<file path="config.mk">
export PLATFORM = sky130hd
export DESIGN_NAME = mem_resp_stage_flat
export DESIGN_NICKNAME = d
export VERILOG_FILES = /design/src/rtl/mem_resp_stage_if.sv /design/src/rtl/mem_resp_stage.sv /design/src/flat_wrapper.sv
export SDC_FILE = /design/constraint.sdc
export NUM_CORES = 1
export LEC_CHECK = 0
export BUFFER_PORTS_ARGS = -buffer_cell sky130_fd_sc_hd__buf_2
export CAP_MARGIN = 20
export CELL_PAD_IN_SITES_DETAIL_PLACEMENT = 1
export CELL_PAD_IN_SITES_GLOBAL_PLACEMENT = 2
export CORE_AREA = 4 4 160 162
export DETAILED_ROUTE_END_ITERATION = 10
export DIE_AREA = 0 0 164 166
export PLACE_DENSITY_LB_ADDON = 0.1
export SYNTH_ARGS = -nofsm -noshare
export SYNTH_HDL_FRONTEND = slang
export SYNTH_SLANG_ARGS = --single-unit
</file>
<file path="constraint.sdc">
create_clock -name clk -period 2.3 [get_ports clk]
set_input_delay 0.115 -clock clk [delete_from_list [all_inputs] [get_ports clk]]
set_output_delay 0.115 -clock clk [all_outputs]
set_load 0.01 [all_outputs]
</file>
<file path="src/rtl/mem_resp_stage_if.sv">
// rtl/mem_resp_stage_if.sv - EX->MEM entry, data-sram response and MEM->WB handoff bundle
//
// Purpose: groups every handshake/bus signal of mem_resp_stage.
//   master : the surrounding pipeline (drives EX entry, sram response, flush, ws_allowin)
//   slave  : the MEM stage itself (drives allowin, WB payload, forwarding/hazard status)
interface mem_resp_stage_if;
  // EX -> MEM entry
  logic        es_to_ms_valid;
  logic        ms_allowin;
  logic [31:0] es_pc;
  logic [4:0]  es_dest;
  logic        es_gr_we;
  logic        es_res_from_mem;
  logic [2:0]  es_load_op;
  logic [1:0]  es_addr_lo;
  logic [31:0] es_alu_result;
  logic [31:0] es_rt_value;
  logic        es_req;
  // data-sram response, in request order
  logic        data_sram_data_ok;
  logic [31:0] data_sram_rdata;
  // control from later stages
  logic        flush;
  logic        ws_allowin;
  // MEM -> WB payload
  logic        ms_to_ws_valid;
  logic [31:0] ms_pc;
  logic [4:0]  ms_dest;
  logic [3:0]  ms_rf_wen;
  logic [31:0] ms_final_result;
  // forwarding / hazard status
  logic        ms_fwd_valid;
  logic [4:0]  ms_fwd_dest;
  logic [31:0] ms_fwd_data;
  logic        ms_load_pending;
  logic        ms_discard_busy;

  modport master (
    output es_to_ms_valid, es_pc, es_dest, es_gr_we, es_res_from_mem, es_load_op,
           es_addr_lo, es_alu_result, es_rt_value, es_req,
           data_sram_data_ok, data_sram_rdata, flush, ws_allowin,
    input  ms_allowin, ms_to_ws_valid, ms_pc, ms_dest, ms_rf_wen, ms_final_result,
           ms_fwd_valid, ms_fwd_dest, ms_fwd_data, ms_load_pending, ms_discard_busy
  );

  modport slave (
    input  es_to_ms_valid, es_pc, es_dest, es_gr_we, es_res_from_mem, es_load_op,
           es_addr_lo, es_alu_result, es_rt_value, es_req,
           data_sram_data_ok, data_sram_rdata, flush, ws_allowin,
    output ms_allowin, ms_to_ws_valid, ms_pc, ms_dest, ms_rf_wen, ms_final_result,
           ms_fwd_valid, ms_fwd_dest, ms_fwd_data, ms_load_pending, ms_discard_busy
  );
endinterface

</file>
<file path="src/rtl/mem_resp_stage.sv">
// rtl/mem_resp_stage.sv - MEM stage with load-response hold, flushed-response discard and load formatting
//
// Purpose: tracks one in-flight instruction (EMPTY/WAIT/READY), passes load data through
//   combinationally on data_ok or holds it while WB stalls, swallows responses of flushed
//   loads via a saturating discard counter, and formats LB/LBU/LH/LHU/LW(/LWL/LWR) results.
// Ports:
//   clk   - clock
//   reset - synchronous active-high reset
//   bus   - mem_resp_stage_if.slave (EX entry, sram response, flush, WB handoff, forwarding)
// Parameters: MAX_DISCARD (1..7) maximum outstanding responses of flushed loads.
// Build option: define MS_UNALIGNED_EN to support LWL/LWR merge; otherwise ops 5/6 act as LW.
module mem_resp_stage #(
  parameter  int MAX_DISCARD = 3,
  localparam int CNT_W       = $clog2(MAX_DISCARD + 1)
) (
  input  logic              clk,
  input  logic              reset,
  mem_resp_stage_if.slave   bus
);

  typedef enum logic [1:0] {S_EMPTY, S_WAIT, S_READY} state_e;

  localparam logic [CNT_W-1:0] MAX_CNT = CNT_W'(MAX_DISCARD);

  state_e            state_q, state_d;
  logic [CNT_W-1:0]  cnt_q, cnt_d;
  logic [31:0]       hold_q, hold_d;
  logic [31:0]       pc_q, pc_d;
  logic [4:0]        dest_q, dest_d;
  logic              gr_we_q, gr_we_d;
  logic              from_mem_q, from_mem_d;
  logic [2:0]        op_q, op_d;
  logic [1:0]        lo_q, lo_d;
  logic [31:0]       alu_q, alu_d;
`ifdef MS_UNALIGNED_EN
  logic [31:0]       rt_q, rt_d;
  logic [4:0]        lwl_sh, lwr_sh;
`endif

  logic        discard_hit, owned_ok, ms_valid, allowin, accept, kill_wait;
  logic [31:0] load_data, shifted, fmt_data, final_result;
  logic [7:0]  byte_v;
  logic [15:0] half_v;
  logic [3:0]  rf_wen;

  always_comb begin
    // A response is owned by the WAIT entry only once all flushed responses are drained.
    discard_hit = bus.data_sram_data_ok && (cnt_q != '0);
    owned_ok    = bus.data_sram_data_ok && (cnt_q == '0) && (state_q == S_WAIT);
    ms_valid    = !bus.flush && ((state_q == S_READY) || owned_ok);
    allowin     = ((state_q == S_EMPTY) || (ms_valid && bus.ws_allowin)) && (cnt_q != MAX_CNT);
    accept      = bus.es_to_ms_valid && allowin;
    // A flushed WAIT load still owes a response unless it arrives this very cycle.
    kill_wait   = bus.flush && (state_q == S_WAIT) && !owned_ok;

    state_d    = state_q;
    hold_d     = hold_q;
    pc_d       = pc_q;
    dest_d     = dest_q;
    gr_we_d    = gr_we_q;
    from_mem_d = from_mem_q;
    op_d       = op_q;
    lo_d       = lo_q;
    alu_d      = alu_q;
`ifdef MS_UNALIGNED_EN
    rt_d       = rt_q;
`endif

    case (state_q)
      S_WAIT: begin
        if (owned_ok) begin
          if (bus.ws_allowin) begin
            state_d = S_EMPTY;
          end else begin
            state_d = S_READY;
            hold_d  = bus.data_sram_rdata;
          end
        end
      end
      S_READY: if (bus.ws_allowin) state_d = S_EMPTY;
      default: state_d = S_EMPTY;
    endcase

    if (bus.flush) state_d = S_EMPTY;

    if (accept) begin
      state_d    = bus.es_req ? S_WAIT : S_READY;
      pc_d       = bus.es_pc;
      dest_d     = bus.es_dest;
      gr_we_d    = bus.es_gr_we;
      from_mem_d = bus.es_res_from_mem;
      op_d       = bus.es_load_op;
      lo_d       = bus.es_addr_lo;
      alu_d      = bus.es_alu_result;
`ifdef MS_UNALIGNED_EN
      rt_d       = bus.es_rt_value;
`endif
    end

    // Simultaneous discard and kill cancel out; saturation is guaranteed by allowin.
    cnt_d = cnt_q;
    if (discard_hit && !kill_wait)      cnt_d = cnt_q - 1'b1;
    else if (!discard_hit && kill_wait) cnt_d = cnt_q + 1'b1;
  end

  always_comb begin
    load_data = (state_q == S_WAIT) ? bus.data_sram_rdata : hold_q;
    shifted   = load_data >> {lo_q, 3'b000};
    byte_v    = shifted[7:0];
    half_v    = lo_q[1] ? load_data[31:16] : load_data[15:0];
    rf_wen    = {4{gr_we_q}};
`ifdef MS_UNALIGNED_EN
    lwl_sh    = {~lo_q, 3'b000};
    lwr_sh    = {lo_q, 3'b000};
`endif
    case (op_q)
      3'd1:    fmt_data = {{24{byte_v[7]}}, byte_v};
      3'd2:    fmt_data = {24'd0, byte_v};
      3'd3:    fmt_data = {{16{half_v[15]}}, half_v};
      3'd4:    fmt_data = {16'd0, half_v};
`ifdef MS_UNALIGNED_EN
      3'd5:    fmt_data = (load_data << lwl_sh) | (rt_q & ~(32'hffffffff << lwl_sh));
      3'd6:    fmt_data = (load_data >> lwr_sh) | (rt_q & ~(32'hffffffff >> lwr_sh));
`endif
      default: fmt_data = load_data;
    endcase
    if (from_mem_q) begin
`ifdef MS_UNALIGNED_EN
      if (op_q == 3'd5) rf_wen = 4'b1111 << (2'd3 - lo_q);
      if (op_q == 3'd6) rf_wen = 4'b1111 >> lo_q;
`else
      if (op_q == 3'd5 || op_q == 3'd6) rf_wen = 4'b1111;
`endif
    end
    final_result = from_mem_q ? fmt_data : alu_q;
  end

  always_ff @(posedge clk) begin
    if (reset) begin
      state_q    <= S_EMPTY;
      cnt_q      <= '0;
      hold_q     <= '0;
      pc_q       <= '0;
      dest_q     <= '0;
      gr_we_q    <= 1'b0;
      from_mem_q <= 1'b0;
      op_q       <= '0;
      lo_q       <= '0;
      alu_q      <= '0;
`ifdef MS_UNALIGNED_EN
      rt_q       <= '0;
`endif
    end else begin
      state_q    <= state_d;
      cnt_q      <= cnt_d;
      hold_q     <= hold_d;
      pc_q       <= pc_d;
      dest_q     <= dest_d;
      gr_we_q    <= gr_we_d;
      from_mem_q <= from_mem_d;
      op_q       <= op_d;
      lo_q       <= lo_d;
      alu_q      <= alu_d;
`ifdef MS_UNALIGNED_EN
      rt_q       <= rt_d;
`endif
    end
  end

  assign bus.ms_allowin      = allowin;
  assign bus.ms_to_ws_valid  = ms_valid;
  assign bus.ms_pc           = pc_q;
  assign bus.ms_dest         = dest_q;
  assign bus.ms_rf_wen       = rf_wen;
  assign bus.ms_final_result = final_result;
  assign bus.ms_fwd_valid    = ms_valid && gr_we_q;
  assign bus.ms_fwd_dest     = dest_q;
  assign bus.ms_fwd_data     = final_result;
  assign bus.ms_load_pending = (state_q == S_WAIT) && !owned_ok;
  assign bus.ms_discard_busy = (cnt_q != '0);

endmodule

</file>
<file path="src/flat_wrapper.sv">
// flat-port wrapper written by rule: the top's interface ports become plain ports
module mem_resp_stage_flat 
#(
  parameter  int MAX_DISCARD = 3,
  localparam int CNT_W       = $clog2(MAX_DISCARD + 1)
)
  (clk, reset, bus_es_to_ms_valid, bus_es_pc, bus_es_dest, bus_es_gr_we, bus_es_res_from_mem, bus_es_load_op, bus_es_addr_lo, bus_es_alu_result, bus_es_rt_value, bus_es_req, bus_data_sram_data_ok, bus_data_sram_rdata, bus_flush, bus_ws_allowin, bus_ms_allowin, bus_ms_to_ws_valid, bus_ms_pc, bus_ms_dest, bus_ms_rf_wen, bus_ms_final_result, bus_ms_fwd_valid, bus_ms_fwd_dest, bus_ms_fwd_data, bus_ms_load_pending, bus_ms_discard_busy);
  mem_resp_stage_if bus_i ();
  input  logic clk;
  input  logic reset;
  input wire logic [$bits(bus_i.es_to_ms_valid)-1:0] bus_es_to_ms_valid;
  input wire logic [$bits(bus_i.es_pc)-1:0] bus_es_pc;
  input wire logic [$bits(bus_i.es_dest)-1:0] bus_es_dest;
  input wire logic [$bits(bus_i.es_gr_we)-1:0] bus_es_gr_we;
  input wire logic [$bits(bus_i.es_res_from_mem)-1:0] bus_es_res_from_mem;
  input wire logic [$bits(bus_i.es_load_op)-1:0] bus_es_load_op;
  input wire logic [$bits(bus_i.es_addr_lo)-1:0] bus_es_addr_lo;
  input wire logic [$bits(bus_i.es_alu_result)-1:0] bus_es_alu_result;
  input wire logic [$bits(bus_i.es_rt_value)-1:0] bus_es_rt_value;
  input wire logic [$bits(bus_i.es_req)-1:0] bus_es_req;
  input wire logic [$bits(bus_i.data_sram_data_ok)-1:0] bus_data_sram_data_ok;
  input wire logic [$bits(bus_i.data_sram_rdata)-1:0] bus_data_sram_rdata;
  input wire logic [$bits(bus_i.flush)-1:0] bus_flush;
  input wire logic [$bits(bus_i.ws_allowin)-1:0] bus_ws_allowin;
  output wire logic [$bits(bus_i.ms_allowin)-1:0] bus_ms_allowin;
  output wire logic [$bits(bus_i.ms_to_ws_valid)-1:0] bus_ms_to_ws_valid;
  output wire logic [$bits(bus_i.ms_pc)-1:0] bus_ms_pc;
  output wire logic [$bits(bus_i.ms_dest)-1:0] bus_ms_dest;
  output wire logic [$bits(bus_i.ms_rf_wen)-1:0] bus_ms_rf_wen;
  output wire logic [$bits(bus_i.ms_final_result)-1:0] bus_ms_final_result;
  output wire logic [$bits(bus_i.ms_fwd_valid)-1:0] bus_ms_fwd_valid;
  output wire logic [$bits(bus_i.ms_fwd_dest)-1:0] bus_ms_fwd_dest;
  output wire logic [$bits(bus_i.ms_fwd_data)-1:0] bus_ms_fwd_data;
  output wire logic [$bits(bus_i.ms_load_pending)-1:0] bus_ms_load_pending;
  output wire logic [$bits(bus_i.ms_discard_busy)-1:0] bus_ms_discard_busy;
  assign bus_i.es_to_ms_valid = bus_es_to_ms_valid;
  assign bus_i.es_pc = bus_es_pc;
  assign bus_i.es_dest = bus_es_dest;
  assign bus_i.es_gr_we = bus_es_gr_we;
  assign bus_i.es_res_from_mem = bus_es_res_from_mem;
  assign bus_i.es_load_op = bus_es_load_op;
  assign bus_i.es_addr_lo = bus_es_addr_lo;
  assign bus_i.es_alu_result = bus_es_alu_result;
  assign bus_i.es_rt_value = bus_es_rt_value;
  assign bus_i.es_req = bus_es_req;
  assign bus_i.data_sram_data_ok = bus_data_sram_data_ok;
  assign bus_i.data_sram_rdata = bus_data_sram_rdata;
  assign bus_i.flush = bus_flush;
  assign bus_i.ws_allowin = bus_ws_allowin;
  assign bus_ms_allowin = bus_i.ms_allowin;
  assign bus_ms_to_ws_valid = bus_i.ms_to_ws_valid;
  assign bus_ms_pc = bus_i.ms_pc;
  assign bus_ms_dest = bus_i.ms_dest;
  assign bus_ms_rf_wen = bus_i.ms_rf_wen;
  assign bus_ms_final_result = bus_i.ms_final_result;
  assign bus_ms_fwd_valid = bus_i.ms_fwd_valid;
  assign bus_ms_fwd_dest = bus_i.ms_fwd_dest;
  assign bus_ms_fwd_data = bus_i.ms_fwd_data;
  assign bus_ms_load_pending = bus_i.ms_load_pending;
  assign bus_ms_discard_busy = bus_i.ms_discard_busy;
  mem_resp_stage #(.MAX_DISCARD(MAX_DISCARD)) u_core (.clk(clk), .reset(reset), .bus(bus_i));
endmodule
</file>
---- Word-level counts from Yosys, hierarchy flattened ----
Cells that the tools add are included.
storage, ports and cells
  register bits ........................... 112
  input port bits ......................... 147
  word-level logic and storage cells ...... 66
cells by class
  $add $sub $neg .......................... 2
  equality and inequality tests ........... 11
  shift operators ......................... 1
  mux-type cells .......................... 15
  bitwise operators ....................... 1
  reductions and logical operators ........ 26
operators by type and width
  cell                                                                     count
  32-bit one-hot mux with 4 select lines                                   1
  32-bit two-way mux                                                       2
  32-bit by 5-bit >> shifter with 8-bit output                             1
  16-bit two-way mux                                                       1
  2-bit two-way mux                                                        8
  1-bit logical AND                                                        13
  3-bit == test, second input constant                                     3
  4-bit two-way mux                                                        2
  3-bit by 2-bit == test with 1-bit output, second input constant          2
  1-bit logical NOT                                                        4
  2-bit logical NOT                                                        2
  4-bit by 2-bit inequality test with 1-bit output, second input constant  1
  4-bit by 3-bit inequality test with 1-bit output, second input constant  1
  2-bit one-hot mux with 2 select lines                                    1
  2-bit nonzero test                                                       2
  3-bit by 1-bit == test with 1-bit output, second input constant          1
  1-bit logical OR                                                         3
  3-bit AND reduction                                                      1
  2-bit by 1-bit adder with 2-bit output, second input constant            1
  2-bit by 1-bit == test with 1-bit output, second input constant          1
  2-bit == test, second input constant                                     1
  2-bit inequality test, second input constant                             1
  2-bit AND reduction                                                      1
  2-bit by 1-bit subtractor with 2-bit output, second input constant       1
  1-bit NOT                                                                1

---- Depth between registers and ports, before layout ----
  depth after elaboration ................. 11
  gate-level depth with buffers ........... 10
  gate-level depth less buffers ........... 7

---- Worst setup path before layout ----
No wires, ideal clock.
  path kind ............................... reg-to-output
  start point ............................. reg u_core.state_q[0]
  end point ............................... out bus_ms_fwd_data[2]
  arrival time ............................ 1.970 ns
  slack ................................... 0.215 ns
  stages on the path, launching flop included .. 10
  buffers on the path ..................... 5
  path through ............................ dfxtp_1 > nor2b_2 > buf_6 > buf_8 > buf_4 > buf_4 > nor2_1 > o22a_1 > a221oi_1 > buf_4
between the ends
  word-level cells in the longest chain between the ends .. 5
  elaborated cells between the ends (all ways) .. 6
  classes of those cells .................. eq/ne: 1; shift: 1; mux: 4
ends and longest elaborated chain
  item                                                                                       line                                          source
  start: declaration                                                                         mem_resp_stage.sv:25                          state_e state_q, state_d;
  start signal: assignment                                                                   mem_resp_stage.sv:154                         state_q <= state_d;
  2-bit by 1-bit == test with 1-bit output *                                                 mem_resp_stage.sv:107                         load_data = (state_q == S_WAIT) ? bus.data_sram_rdata : hold_q;
  32-bit two-way mux *                                                                       mem_resp_stage.sv:107
  32-bit by 5-bit >> shifter with 8-bit output / 16-bit two-way mux (equally long branches)  mem_resp_stage.sv:108, mem_resp_stage.sv:110
  32-bit one-hot mux with 4 select lines *                                                   mem_resp_stage.sv:116                         case (op_q)
  32-bit two-way mux *                                                                       mem_resp_stage.sv:135                         final_result = from_mem_q ? fmt_data : alu_q;
  end: declaration                                                                           flat_wrapper.sv:33                            output wire logic [$bits(bus_i.ms_fwd_data)-1:0] bus_ms_fwd_data;
Every way passes the cells marked *; elsewhere a longest branch is shown, timed or not.

---- Worst setup path after layout ----
  start point ............................. reg u_core.state_q[0]
  end point ............................... out bus_ms_fwd_data[6]
The elaborated chain is that of the path after synthesis.

==> summary.txt <==
Clock network
  – CTS sink count: ~110
  – CTS tree: built
  – Clk slew on worst S/H paths: ~80 ps
  – Longest Clk Path Bufs: 2
  – Root Driver: clkbuf_16
  – CTS Buf Count: 9
  – Htree depth: 3
  – Worst-skew pair later-pin latency: between 300 and 400 ps

Pwr
  – Sequential power share: around two fifths
  – Combinational share of power: between 20 and 30%
  – Net Sw Frac: roughly 33%
  – VDD IR max: between 0.0004 and 0.0005 V
  – Internal: ~3.5 mW
  – Pwr Density: between 500 and 600 nW/um2
  – Clock share of power: between 30% and 40%
  – P_sw: around 1.8 mW
  – Power Total: approximately 5.3 mW
  – Lkg Pwr: roughly 3.8 nW

Run status
  – Run status: complete, but fails checks
  – Failing checks: setup timing

Routing
  – Initial DRC Count: 210
  – Via density: approximately 4.6
  – Initial DRT Pass Iterations: 4
  – DRC Markers: 0
  – Post-Route WL: roughly 25 mm
  – Via Count: between 6,000 and 7,000
  – Post-route ant nets: 0
  – Wire length per cell: between 15 and 20 um

Synth
  – Total of warnings raised by yosys: 0
  – Mean Syn Cell Area: 7.40 um2
  – Seq/Total Area, Yosys: 37.8%
  – Count leader, synth: nand2_1
  – Netlist cell types: 59
  – Flip-flop and latch count after synthesis: around 110
  – Post-synth ARST share: 0%
  – Most used DFF post-synth: dfxtp_1
  – Post-synthesis instance total: approximately 800
  – Cell taking the most area after synthesis: dfxtp_1
  – EDFF count, synth: 0
  – Top cells by area, synth: dfxtp_1, nand2_1, a21oi_1
  – Top post-synthesis cells by count: nand2_1, a21oi_1, dfxtp_1
  – Syn Nets: 949
  – Post-synth design cell area: between 5000 and 6000 um2
  – Yosys top cell area share: a little under two fifths

Worst setup path
  – Buf/Inv on CP: 4
  – Crit path kind: flop to output pin
  – R2R Setup Slk: between 100 and 150 ps
  – Critical Path Max Stage Delay: 330 ps
  – Cell Chain, Critical Path: nor2b_4, buf_4, buf_12, buf_4, mux2i_1, and2_1, o22ai_1, a31o_2, buf_2
  – Crit. End Element: output pin
  – CP most frequent cell: buf_4
  – CP max stage cell: dfxtp_2
  – Crit path max fanout: 6
  – Worst path arrival time: between 2000 and 2500 ps
  – CP startpoint kind: flop
  – Required time of the worst setup path: approximately 2200 ps
  – CP delay by family, top: buffers and inverters

Finish
  – FF+latch area: roughly 2300 um2
  – Multi-input gate area: 3620 um2
  – Area grow syn2layout: 58.0%
  – Final Util: around two fifths
  – ANT cells: 0
  – Share of post-route cells with drive strength above 1: between 30% and 40%
  – Final layout net count: ~1,200
  – Fillers: ~3,000

Timing
  – Slew HR: about half
  – Tmin final: between 2000 and 3000 ps
  – Worst Skew: ~18 ps
  – Fmax: 398 MHz
  – Tightest Pin Transition: roughly 730 ps
  – Final Slew Violations: 0
  – Final hold violation count: 0
  – Setup-failing EPs final: 58
  – RSZ-0062 raised after global routing: yes
  – Final worst slack: -214 ps
  – Crit share post-route: 109%
  – Setup TNS: -6450 ps

GRT
  – First-pass GRT wire length: around 38 mm
  – Largest net degree at the start of global routing: 77
  – Antenna violations before repair: 1
  – GR Util All Layers: between 15 and 20%
  – GRT Residual Overflow: 0
  – Via count of the first global-routing pass: around 6,800

Min path
  – Hold Path Class: input pin to flop

Place
  – Dpl ws: about 46 ps
  – RePlAce Congestion: 0.813
  – DP HPWL: 17.6 mm
  – Port Buffers: 229

Floorplan
  – FP Rows: 57
  – CORE AREA: 24,100 um2
  – Die ar.: roughly 27,000 um2
  – Die Height: around 170 um
  – Die Width: about 160 um
  – # IOs: between 200 and 300
  – Starting Density: roughly 25%

Flow run
  – Max-cap violation count: 0
==> through the flow <==
step                instances  area, um2  hold WS, ps
floorplan                 801       5930          226
global placement         1305       7360          357
detailed placement       1305       7360          354
CTS                      1412       8970        0.155
global route             1421       9370         13.5
finish                   1421       9370         13.2
==> kinds of logic after synthesis <==
| kind of cell | count (synthesis) | synth area share (%) |
|---|---|---|
| muxes | 30 | 6.22 |
| adders and majority gates | 1 | 0.211 |
| xor gates and xnor gates | 5 | 0.739 |
| and+or+nand+nor | 331 | 23.1 |
| buffers and inverters | 105 | 10.3 |
| DFF | 112 | 37.8 |
| AOI/OAI and AO/OA | 217 | 21.6 |
==> final cells by class <==
| class | count | share of cell area (%) |
|---|---|---|
| Clock buffer | 10 | 2.44 |
| Clock inverter | 6 | 0.641 |
| Inverter | 3 | 0.147 |
| Multi-Input combinational cell | 584 | 38.6 |
| Sequential cell | 112 | 24.1 |
| Tap cell | 324 | 4.33 |
| Timing Repair Buffer | 382 | 29.7 |
==> per-layer routing <==
metal | track usage, % | up-vias | part of all wire (%)
li1 | - | 3245 | -
met1 | 23.6 | 3077 | 45
met2 | 29.2 | 167 | 48
met3 | 3.50 | 18 | 5.1
met4 | 3.61 | 2 | 1.4
met5 | 0 | - | 0.053
==> worst paths after layout <==
path         cells after the start            endpoint              startpoint
max                              9  bus_ms_fwd_data[6]       u_core.state_q[0]
min                              3    u_core.hold_q[2]  bus_data_sram_rdata[2]
max reg2reg                      9     u_core.cnt_q[1]       u_core.state_q[1]
min reg2reg                      2     u_core.alu_q[6]         u_core.alu_q[6]
==> repair_timing <==
action | 4_1_cts | 5_1_grt
hold buffers | 83 | 0
setup buffers | 7 | 8
cloned | 1 | 2
setup endpoints to repair | 64 | 64
hold endpoints to repair | 83 | 0
pin swaps | 7 | 11
gates resized for setup | 85 | 56
==> layout by cell type (no fill, tap or decap), types with 4 or more instances in the layout <==
| cell | Yosys | routed |
|---|---|---|
| nand2_1 | 243 | 238 |
| buf_2 | 11 | 203 |
| a21oi_1 | 133 | 114 |
| dfxtp_1 | 112 | 104 |
| dlygate4sd3_1 | 0 | 83 |
| buf_4 | 43 | 60 |
| nor2_1 | 46 | 45 |
| buf_6 | 2 | 28 |
| mux2i_1 | 23 | 15 |
| o21ai_0 | 17 | 15 |
| a21oi_4 | 0 | 14 |
| o21a_1 | 14 | 13 |
| clkbuf_16 | 0 | 11 |
| a211oi_1 | 9 | 7 |
| mux2i_4 | 0 | 6 |
| a21oi_2 | 1 | 6 |
| buf_12 | 1 | 6 |
| dfxtp_2 | 0 | 6 |
| nor2b_1 | 5 | 5 |
| mux4_2 | 4 | 5 |
| a31oi_4 | 1 | 5 |
| nand2_2 | 0 | 5 |
| nand3_1 | 6 | 5 |
| o211ai_1 | 5 | 5 |
| a31oi_1 | 11 | 4 |
| and2_1 | 4 | 4 |
| o2111ai_2 | 0 | 4 |
==> sequential cells by signal, summed over array words and instances (netlist names) <==
register and flops:
u_core.gr_we_q 1, u_core.lo_q 2, u_core.cnt_q 2, u_core.alu_q 32, u_core.state_q 2, u_core.op_q 3, u_core.hold_q 32, u_core.bus.ms_dest 5
u_core.from_mem_q 1, u_core.bus.ms_pc 32
==> power by group through the flow <==
stage | combinational [mW] | clock [mW] | sequential, mW
global route | 1.74 | 1.73 | 2.15
CTS | 1.49 | 1.67 | 2.13
detailed placement | 1.24 | 0 | 2.17
floorplan | 0.747 | 0 | 2.16
global placement | 1.24 | 0 | 2.17
finish | 1.59 | 1.60 | 2.13
==> worst min-delay path, stage by stage <==
cell and delay (ps):
buf_2 110, nand2_1 50, a21oi_1 50
Power figures use the tool's default switching activity.
